`config.mk`:
```
export PLATFORM = sky130hd
export DESIGN_NAME = channel_4_noise_controller
export DESIGN_NICKNAME = d
export VERILOG_FILES = /design/src/rtl/channel_4_pkg.sv /design/src/rtl/channel_4_noise_controller_envelope.sv /design/src/rtl/channel_4_noise_controller.sv
export SDC_FILE = /design/constraint.sdc
export NUM_CORES = 1
export LEC_CHECK = 0
export CAP_MARGIN = 20
export CORE_ASPECT_RATIO = 1.5
export CORE_MARGIN = 5
export CORE_UTILIZATION = 55
export DETAILED_ROUTE_END_ITERATION = 8
export GPL_TIMING_DRIVEN = 0
export PLACE_DENSITY = 0.93
export SLEW_MARGIN = 20
export SYNTH_ARGS = -nofsm -noshare
export SYNTH_HDL_FRONTEND = slang
export SYNTH_SLANG_ARGS = --single-unit
```
`constraint.sdc`:
```
create_clock -name i_clk -period 4 [get_ports i_clk]
set_clock_uncertainty 0.05 [all_clocks]
set_input_delay 0.8 -clock i_clk [delete_from_list [all_inputs] [get_ports i_clk]]
set_output_delay 0.8 -clock i_clk [all_outputs]
set_load 0.1 [all_outputs]
```
`src/rtl/channel_4_pkg.sv`:
```
// rtl/channel_4_pkg.sv - shared command layout, FSM encoding and default tables for the noise channel controller
package channel_4_pkg;

  // Command word layout
  localparam int CMD_W       = 24;
  localparam int IDX_LSB     = 0;
  localparam int IDX_W       = 4;
  localparam int VOL_LSB     = 4;
  localparam int VOL_W       = 4;
  localparam int DECAY_LSB   = 8;
  localparam int DECAY_W     = 4;
  localparam int LEN_LSB     = 12;
  localparam int LEN_W       = 8;
  localparam int SHORT_BIT   = 20;
  localparam int CMD_USED_W  = SHORT_BIT + 1;

  localparam int ENV_W             = 9;
  localparam int ENV_SCALE_DEFAULT = 32;

  typedef enum logic [1:0] {
    ST_IDLE  = 2'd0,
    ST_FETCH = 2'd1,
    ST_LOAD  = 2'd2,
    ST_PLAY  = 2'd3
  } state_t;

  // Phase increment per noise period index, longest period last
  localparam logic [31:0] NOISE_PERIOD_DELTA [16] = '{
    32'h4000_0000, 32'h2000_0000, 32'h1555_5555, 32'h1000_0000,
    32'h0CCC_CCCD, 32'h0AAA_AAAB, 32'h0800_0000, 32'h0555_5555,
    32'h0400_0000, 32'h0200_0000, 32'h0100_0000, 32'h0080_0000,
    32'h0040_0000, 32'h0020_0000, 32'h0010_0000, 32'h0008_0000
  };

endpackage

```
`src/rtl/channel_4_noise_controller_envelope.sv`:
```
// rtl/channel_4_noise_controller_envelope.sv - volume decay, length counter and registered envelope
//   clk, rst_n       : clock, async active-low reset
//   load             : take volume/decay/length for a new note (wins over tick)
//   tick             : frame tick, ignored while no note is active
//   volume_in, decay_in, length_in : fields of the note being loaded
//   active           : note sounding
//   envelope         : registered volume*ENV_SCALE, 0 when not active
//   expire           : combinational, this tick ends the note
module noise_envelope_unit
  import channel_4_pkg::*;
#(
  parameter int ENV_SCALE = ENV_SCALE_DEFAULT
) (
  input  logic               clk,
  input  logic               rst_n,
  input  logic               load,
  input  logic               tick,
  input  logic [VOL_W-1:0]   volume_in,
  input  logic [DECAY_W-1:0] decay_in,
  input  logic [LEN_W-1:0]   length_in,
  output logic               active,
  output logic [ENV_W-1:0]   envelope,
  output logic               expire
);

  logic [VOL_W-1:0]   volume, volume_nx;
  logic [DECAY_W-1:0] decay_per, decay_per_nx;
  logic [DECAY_W-1:0] decay_cnt, decay_cnt_nx;
  logic [LEN_W-1:0]   length_cnt, length_cnt_nx;
  logic               active_nx;
  logic [ENV_W-1:0]   envelope_nx;

  // Length and decay both look at pre-tick values. Volume steps down on
  // the tick that takes the decay counter to zero, so a period of P drops
  // the volume on ticks P, 2P, 3P...
  always_comb begin
    volume_nx     = volume;
    decay_per_nx  = decay_per;
    decay_cnt_nx  = decay_cnt;
    length_cnt_nx = length_cnt;
    active_nx     = active;
    expire        = 1'b0;
    if (load) begin
      volume_nx     = volume_in;
      decay_per_nx  = decay_in;
      decay_cnt_nx  = decay_in;
      length_cnt_nx = length_in;
      active_nx     = 1'b1;
    end else if (tick && active) begin
      if (length_cnt != '0) begin
        length_cnt_nx = length_cnt - 1'b1;
        if (length_cnt == LEN_W'(1)) begin
          active_nx = 1'b0;
          expire    = 1'b1;
        end
      end
      if (decay_per != '0) begin
        if (decay_cnt <= DECAY_W'(1)) begin
          decay_cnt_nx = decay_per;
          if (volume != '0) volume_nx = volume - 1'b1;
        end else begin
          decay_cnt_nx = decay_cnt - 1'b1;
        end
      end
    end
    envelope_nx = active_nx ? ENV_W'(32'(volume_nx) * ENV_SCALE) : '0;
  end

  always_ff @(posedge clk or negedge rst_n) begin
    if (!rst_n) begin
      volume     <= '0;
      decay_per  <= '0;
      decay_cnt  <= '0;
      length_cnt <= '0;
      active     <= 1'b0;
      envelope   <= '0;
    end else begin
      volume     <= volume_nx;
      decay_per  <= decay_per_nx;
      decay_cnt  <= decay_cnt_nx;
      length_cnt <= length_cnt_nx;
      active     <= active_nx;
      envelope   <= envelope_nx;
    end
  end

endmodule

```
`src/rtl/channel_4_noise_controller.sv`:
```
// rtl/channel_4_noise_controller.sv - command-driven noise channel controller (fetch/load/play FSM, period lookup)
//   i_clk, i_rst_n        : clock, async active-low reset (released synchronously)
//   i_tick_stb            : frame tick for envelope decay and length
//   i_note_stb            : note boundary, requests next command
//   i_cmd_valid/o_cmd_ready, i_cmd_data : command handshake
//   o_phase_delta(_valid) : phase increment for the phase generator
//   o_envelope            : volume*ENV_SCALE, 0 when silent
//   o_short_mode          : short LFSR tap select
//   o_active              : note sounding
//   o_underrun            : note boundary arrived while still waiting for a command
module channel_4_noise_controller
  import channel_4_pkg::*;
#(
  parameter int    ENV_SCALE         = ENV_SCALE_DEFAULT,
  parameter string PERIOD_TABLE_FILE = ""
) (
  input  logic             i_clk,
  input  logic             i_rst_n,
  input  logic             i_tick_stb,
  input  logic             i_note_stb,
  input  logic             i_cmd_valid,
  input  logic [CMD_W-1:0] i_cmd_data,
  output logic             o_cmd_ready,
  output logic [31:0]      o_phase_delta,
  output logic             o_phase_delta_valid,
  output logic [ENV_W-1:0] o_envelope,
  output logic             o_short_mode,
  output logic             o_active,
  output logic             o_underrun
);

  if (15 * ENV_SCALE > 511) begin : g_bad_env_scale
    $error("ENV_SCALE must satisfy 15*ENV_SCALE <= 511");
  end
  if (PERIOD_TABLE_FILE != "") begin : g_no_table_file
    $error("PERIOD_TABLE_FILE loading is not available; leave it empty to use NOISE_PERIOD_DELTA");
  end

  // Reset asserts immediately, releases two clocks later on an edge
  logic [1:0] rst_sync;
  logic       rst_n;

  always_ff @(posedge i_clk or negedge i_rst_n) begin
    if (!i_rst_n) rst_sync <= 2'b00;
    else          rst_sync <= {rst_sync[0], 1'b1};
  end
  assign rst_n = rst_sync[1];

  state_t                state, state_nx;
  logic                  take_cmd;
  logic [CMD_USED_W-1:0] cmd_q;
  logic                  expire;
  logic                  cmd_rsvd_unused;

  assign cmd_rsvd_unused = ^i_cmd_data[CMD_W-1:CMD_USED_W];

  always_comb begin
    state_nx    = state;
    o_cmd_ready = 1'b0;
    take_cmd    = 1'b0;
    case (state)
      ST_IDLE:  if (i_note_stb) state_nx = ST_FETCH;
      ST_FETCH: begin
        o_cmd_ready = 1'b1;
        if (i_cmd_valid) begin
          take_cmd = 1'b1;
          state_nx = ST_LOAD;
        end
      end
      ST_LOAD:  state_nx = ST_PLAY;
      ST_PLAY: begin
        // A note boundary wins over expiry on the same tick
        if (i_note_stb)  state_nx = ST_FETCH;
        else if (expire) state_nx = ST_IDLE;
      end
      default:  state_nx = ST_IDLE;
    endcase
  end

  always_ff @(posedge i_clk or negedge rst_n) begin
    if (!rst_n) begin
      state         <= ST_IDLE;
      cmd_q         <= '0;
      o_phase_delta <= '0;
      o_short_mode  <= 1'b0;
      o_underrun    <= 1'b0;
    end else begin
      state      <= state_nx;
      o_underrun <= (state == ST_FETCH) && i_note_stb;
      if (take_cmd) cmd_q <= i_cmd_data[CMD_USED_W-1:0];
      if (state == ST_LOAD) begin
        o_phase_delta <= NOISE_PERIOD_DELTA[cmd_q[IDX_LSB +: IDX_W]];
        o_short_mode  <= cmd_q[SHORT_BIT];
      end
    end
  end

  // Load priority inside the unit makes a tick during LOAD a no-op
  noise_envelope_unit #(
    .ENV_SCALE (ENV_SCALE)
  ) u_env (
    .clk       (i_clk),
    .rst_n     (rst_n),
    .load      (state == ST_LOAD),
    .tick      (i_tick_stb),
    .volume_in (cmd_q[VOL_LSB +: VOL_W]),
    .decay_in  (cmd_q[DECAY_LSB +: DECAY_W]),
    .length_in (cmd_q[LEN_LSB +: LEN_W]),
    .active    (o_active),
    .envelope  (o_envelope),
    .expire    (expire)
  );

  assign o_phase_delta_valid = o_active;

endmodule

```
==> impl_results.md, run 1 <==
- Met2 usage: roughly two fifths
- Die H: approximately 110 microns
- Final ANT Viol Nets: 0
- Post-synthesis adder-cell area fraction: 5.81%
- Post-synthesis mux area share: 8.13%
- CTS tree: yes
- Antenna violations before repair: 0
- Post-Route Setup TNS: 0 ns
- WP buf/inv: 2
- Postcts setup bufs: 0
- Boundary pin count: 75
- Most frequent cells in the layout: dfrtp_1 (68), clkdlybuf4s50_1 (65), o21ai_0 (28)
- Synth Warn #: 0
- Clock-pin slew on the worst setup and hold paths: 0.07 ns
- Seq/Total Area, Yosys: 50.1%
- R2r startpoint: state[0]$_DFFE_PN0P_
- Critical path startpoint: state[1]$_DFFE_PN0P_
- Nets@finish: approximately 460
- PnR worst setup slack: 0.848 ns
- Setup crit end kind: output port
- CP max-delay cell: clkdlybuf4s50_1
- RSZ-0062 raised after global routing: no
- Final Setup Violations: 0
- Die Wd: 74.6 microns
- Layout cells sized above 1: between 10% and 20%
- Post-synthesis async set-or-reset flop share: between 90% and 100%
- Setup Slack @ Placement: roughly 1.3 ns
- Worst-Margin Slew: around 1 ns
- Hold buffers post-CTS: 0
- Vias in the first global route: approximately 2,900
- Fillers: between 400 and 500
- Pins Over Slew Limit: 0
- Top FF cell, synth: dfrtp_1
- Compound-Gate Fraction of Synth Area: about 13%
- DR vias: roughly 2,700
- Fin util: between 70% and 80%
- Post-synth EDFFs: 0
- Die area: approximately 8000 sq um
- Placeable Area: between 6000 and 7000 sq um
- First-pass GRT wire length: 13,600 microns
- DP HPWL: 5980 microns
- Area delta synth->final: 29.3%
- Final Cycle Share: between 70% and 80%
- WP data required: approximately 3.2 ns
- Largest net degree at the start of global routing: between 40 and 50
- Mapped Cells: 329
- CP Launch Type: register
- DR vias/cell: 5.57
- Drt first pass iters: 5
- Met1 GRT Util: 25.0%
- DR DRC count: 0
- CTS Buffer Depth: 2
- Grt met3 use: 7.22%
- XOR/XNOR Fraction of Synth Area: 1.52%
- Final WL: between 8000 and 9000 microns
- Later-pin clock latency in the skew report: roughly 0.36 ns
- Root buffer cell: clkbuf_8
- # rows: 35
- Final Hold Vio Count: 0
- Largest family of logic cells by synthesized area: compound AO/OA/AOI/OAI gates
- Post-synth cell types: 53
- Arr. time, crit path: ~2.3 ns
- Ranking of synthesized cells by area: dfrtp_1 (50%), mux2_2 (7.8%), ha_1 (5.8%), buf_4 (4.6%), o21ai_0 (4.1%)
- Global route overflow: 0
- Slew HR: 31.6%
- Worst path cell trace: inv_1 -> ha_1 -> clkdlybuf4s50_1
- Final Critical Period: 3.15 ns
- Largest area contributor in the netlist: dfrtp_1
- GR peak layer: met2
- Starting Density: a little under three fifths
- Crit Path Max Fanout: 4
- # diodes: 0
- CTS Buf Count: 9
- Clock sinks: between 60 and 70
- Critical setup path kind: reg2out
- Count of buffers from port buffering: 65
- Tightest Hold Check Type: reg2async
- PostCTS Resize Cnt: 0
- CP max stage delay: about 1.2 ns
- Run status: finished clean
- Most common cell after layout, fill and taps aside: dfrtp_1
- Post-DR wirelength/cell: about 17 microns
- #FFs+latches synth: 69
- Yosys top cell area share: between 50% and 60%
- Syn Std Cell Area: approximately 3400 sq um
- 1st-iter DRT viols: approximately 220
- H-tree depth: 3
- Final estimated routing congestion in global placement: roughly 0.95
- Maxcap violations: 0
- Register area: approximately 1700 sq um
- Post-synthesis simple-gate area fraction: about an eighth
- Gr usage total: 22.6%
- Critical path's top delay family: buffers and inverters
- Post-synthesis average cell area: between 10 and 15 sq um
- Fmax: ~320 MHz
- Area of the multi-input gates: roughly 1400 sq um
## routing by layer
| metal | vias to the layer above | wire, microns |
|---|---|---|
| met4 | 0 | 331 |
| met2 | 108 | 4410 |
| li1 | 1275 | - |
| met5 | - | 0 |
| met3 | 26 | 538 |
| met1 | 1319 | 2950 |
## final cells by class
cell class	count	share of cell area [%]
Inverter	25	2.11
Tap cell	74	2.08
Clock buffer	10	3.09
Multi-Input combinational cell	207	32.2
Sequential cell	69	38.8
Clock inverter	6	1.94
Buffer	33	4.74
Timing Repair Buffer	66	15.0
## registers in the layout (all words and copies together), names as in the netlist
register          count
u_env.volume          4
state                 2
rst_sync              2
o_short_mode          1
u_env.active          1
o_underrun            1
u_env.envelope        4
o_phase_delta        17
u_env.decay_cnt       4
cmd_q                21
u_env.decay_per       4
u_env.length_cnt      8
## final timing paths
check                                                       end  slack, ns  cells after the start
worst max-delay path                                o_cmd_ready       0.85                      3
worst min-delay path            u_env.length_cnt[7]$_DFFE_PN0P_       0.18                      0
worst max register to register    o_phase_delta[24]$_DFFE_PN0P_       1.68                      7
worst min register to register  u_env.length_cnt[7]$_DFFE_PN0P_       0.18                      0
max in group asynchronous         o_phase_delta[21]$_DFFE_PN0P_       3.18                      1
min in group i_clk                        rst_sync[1]$_DFF_PN0_       0.32                      0
## kinds of logic after synthesis
kind of cell,after synthesis
buffers and inverters,58
AND/OR/NAND/NOR,84
XOR/XNOR,6
multiplexers,25
flip-flops,69
AO/OA/AOI/OAI,69
adder cells (fa/ha/maj),16
other,2
## worst reg2reg max path, cell delays in order, from the launching register on
cell	delay (ns)
dfrtp_1	0.40
inv_1	0.15
ha_1	0.16
buf_2	0.21
buf_1	0.51
clkbuf_1	0.47
nor2_1	0.13
a21oi_1	0.17
## per-stage QoR
| stage | cells | hold slack [ns] | area (sq um) |
|---|---|---|---|
| floorplan | 334 | 0.281 | 3470 |
| global placement | 473 | 0.286 | 4210 |
| detailed placement | 474 | 0.186 | 4230 |
| CTS | 490 | 0.193 | 4460 |
| global route | 490 | 0.218 | 4460 |
| finish | 490 | 0.184 | 4460 |
## cell usage after synthesis, drive strengths merged (4+ instances only)
cell type / n
nor2: 21
buf: 25
dfrtp: 69
o2bb2ai: 4
mux2: 24
nor2b: 4
nand3: 11
nand2: 24
clkbuf: 8
nor3: 10
o21ai: 28
a211oi: 4
ha: 16
inv: 24
a21oi: 13
Power of run 1 is left out: the tool's default activity adds up to more than one toggle a clock period on the data nets, which glitch-free logic cannot reach.
==> run 2, diff against run 1 <==
Settings changed: CORE_UTILIZATION 55 to 51, PLACE_DENSITY 0.93 to 0.87.
Clock period 4 ns to 3.2 ns, I/O delays scaled along.
==> run 2 against run 1 <==
Net effect:
- sequential cell count stayed put
- final cell count rose by 0.41%
- sequential share of layout area increased by 0.19 points
- via count decreased by 0.92%
- clock-buffer cell count stayed put
- first-iteration DRC count decreased by 13%
- register-to-register slack worse by 0.78 ns
- utilization down 4.8 points
- non-clock buffer count stayed put
- critical path type unchanged
- critical endpoint unchanged
- highest routed layer unchanged
==> impl_results.md, run 2 (synthesis gave the netlist of run 1 again) <==
- Boundary pin count: 75 (unchanged)
- Biggest register: cmd_q (unchanged)
- Pins Over Slew Limit: 0 (unchanged)
- Post-DR wirelength/cell: 16.3 microns (was 16.8 microns)
- Run status: finished clean (unchanged)
- Most frequent cells in the layout: dfrtp_1 (68), clkdlybuf4s50_1 (65), o21ai_0 (28) (unchanged)
- Later-pin clock latency in the skew report: 0.35 ns (was 0.36 ns)
- Final Hold Vio Count: 0 (unchanged)
- PostCTS Resize Cnt: 0 (unchanged)
- Final Critical Period: between 2 and 3 ns
- Die area: 8540 sq um (was 7980 sq um)
- Tightest Hold Check Type: reg2async (unchanged)
- Fillers: 478 (was 401)
- Root buffer cell: clkbuf_8 (unchanged)
- Clock sinks: 69 (unchanged)
- Nets@finish: 456 (unchanged)
- WP data required: 2.51 ns (was 3.15 ns)
- Final Cycle Share: between 90% and 100%
- Final estimated routing congestion in global placement: 0.864 (was 0.954)
- Die H: 111 microns (was 107 microns)
- Count of buffers from port buffering: 65 (unchanged)
- Clock-pin slew on the worst setup and hold paths: 0.08 ns (was 0.07 ns)
- # rows: 36 (was 35)
- Postcts setup bufs: 0 (unchanged)
- Worst-Margin Slew: 0.993 ns (was 1.02 ns)
- Max FFs per register: 21 (unchanged)
- DP HPWL: 5950 microns (was 5980 microns)
- Layout cells sized above 1: 17.8% (unchanged)
- Crit Path Max Fanout: 4 (unchanged)
- Final WL: 8010 microns (was 8230 microns)
- Global route overflow: 0 (unchanged)
- Setup crit end kind: output port (unchanged)
- Post-Route Setup TNS: 0 ns (unchanged)
- First-pass GRT wire length: 13,400 microns (was 13,600 microns)
- CTS tree: yes (unchanged)
- Maxcap violations: 0 (unchanged)
- Die Wd: 77.1 microns (was 74.6 microns)
- Antenna violations before repair: 0 (unchanged)
- # diodes: 0 (unchanged)
- Top flop regs: cmd_q x21, o_phase_delta x17, u_env.length_cnt x8 (unchanged)
- Arr. time, crit path: 2.28 ns (was 2.30 ns)
- Hold buffers post-CTS: 0 (unchanged)
- Vias in the first global route: 2,825 (was 2,878)
- Fmax: 336 MHz
- DR vias/cell: 5.49 (was 5.57)
- RSZ-0062 raised after global routing: no (unchanged)
- Final ANT Viol Nets: 0 (unchanged)
- Gr usage total: 19.6% (was 22.6%)
- Slew HR: 33.6% (was 31.6%)
- Placeable Area: 6530 sq um (was 6130 sq um)
- H-tree depth: 3 (unchanged)
- Starting Density: 52.8% (was 56.2%)
- CP Launch Type: register (unchanged)
- 1st-iter DRT viols: 195 (was 224)
- DR DRC count: 0 (unchanged)
- Final Setup Violations: 0 (unchanged)
- CTS Buffer Depth: 2 (unchanged)
- Area delta synth->final: 28.7% (was 29.3%)
- Largest net degree at the start of global routing: 44 (was 45)
- Critical setup path kind: reg2out (unchanged)
- CTS Buf Count: 9 (unchanged)
- Drt first pass iters: 4 (was 5)
- Most common cell after layout, fill and taps aside: dfrtp_1 (unchanged)
- DR vias: 2,703 (was 2,728)
## run 2: area by class of cell
type,instances,area (sq um),share of cell area (%)
plain buffers,33,211,4.77
clock buffers,10,138,3.10
clock inverters,6,62.6,1.41
inverters,25,93.8,2.12
multi-input cells,207,1430,32.3
flip-flops and latches,69,1730,39.0
well taps,76,95.1,2.14
repair buffers,66,671,15.1
## run 2: worst paths after layout
| check | endpoint | depth (start not counted) | slack [ns] | startpoint |
|---|---|---|---|---|
| min in group i_clk | rst_sync[1]$_DFF_PN0_ | 0 | 0.31 | rst_sync[0]$_DFF_PN0_ |
| min | cmd_q[18]$_DFFE_PN0P_ | 0 | 0.18 | rst_sync[1]$_DFF_PN0_ |
| max | o_cmd_ready | 3 | 0.23 | state[1]$_DFFE_PN0P_ |
| min reg2reg | cmd_q[18]$_DFFE_PN0P_ | 0 | 0.18 | rst_sync[1]$_DFF_PN0_ |
| max in group asynchronous | u_env.volume[0]$_DFF_PN0_ | 1 | 2.39 | rst_sync[1]$_DFF_PN0_ |
| max reg2reg | o_phase_delta[21]$_DFFE_PN0P_ | 7 | 0.90 | state[0]$_DFFE_PN0P_ |
## run 2: per-stage QoR
stage / instance area [sq um] / std cells / setup slack [ns] / hold slack [ns] / util (%)
2_1_floorplan: 3470 / 334 / 0.948 / 0.281 / -
3_3_place_gp: 4210 / 475 / 0.455 / 0.286 / 64.5
3_5_place_dp: 4240 / 476 / 0.603 / 0.193 / 64.8
4_1_cts: 4440 / 492 / 0.203 / 0.200 / 67.9
5_1_grt: 4440 / 492 / 0.103 / 0.222 / 67.9
6_report: 4440 / 492 / 0.227 / 0.182 / 67.9
## run 2: worst max-delay path, stage by stage (launching register included)
cell and delay, ns:
dfrtp_1 0.42, inv_1 0.13, ha_1 0.22, clkdlybuf4s50_1 1.16
## run 2: per-layer routing
layer | routed length, microns | part of all wire [%] | global-route usage, %
met5 | 0 | 0 | 0
met4 | 286 | 3.6 | 11.4
met3 | 527 | 6.6 | 5.28
met2 | 4210 | 53 | 33.0
met1 | 2980 | 37 | 21.8
Power of run 2 is left out for the same reason.
==> run 3, diff against run 2 <==
Settings changed: GPL_ROUTABILITY_DRIVEN from default to 0.
==> results of run 3 <==
No change in the layout: final DEF, timing and power equal those of run 2.
Power of run 3 is left out for the same reason.
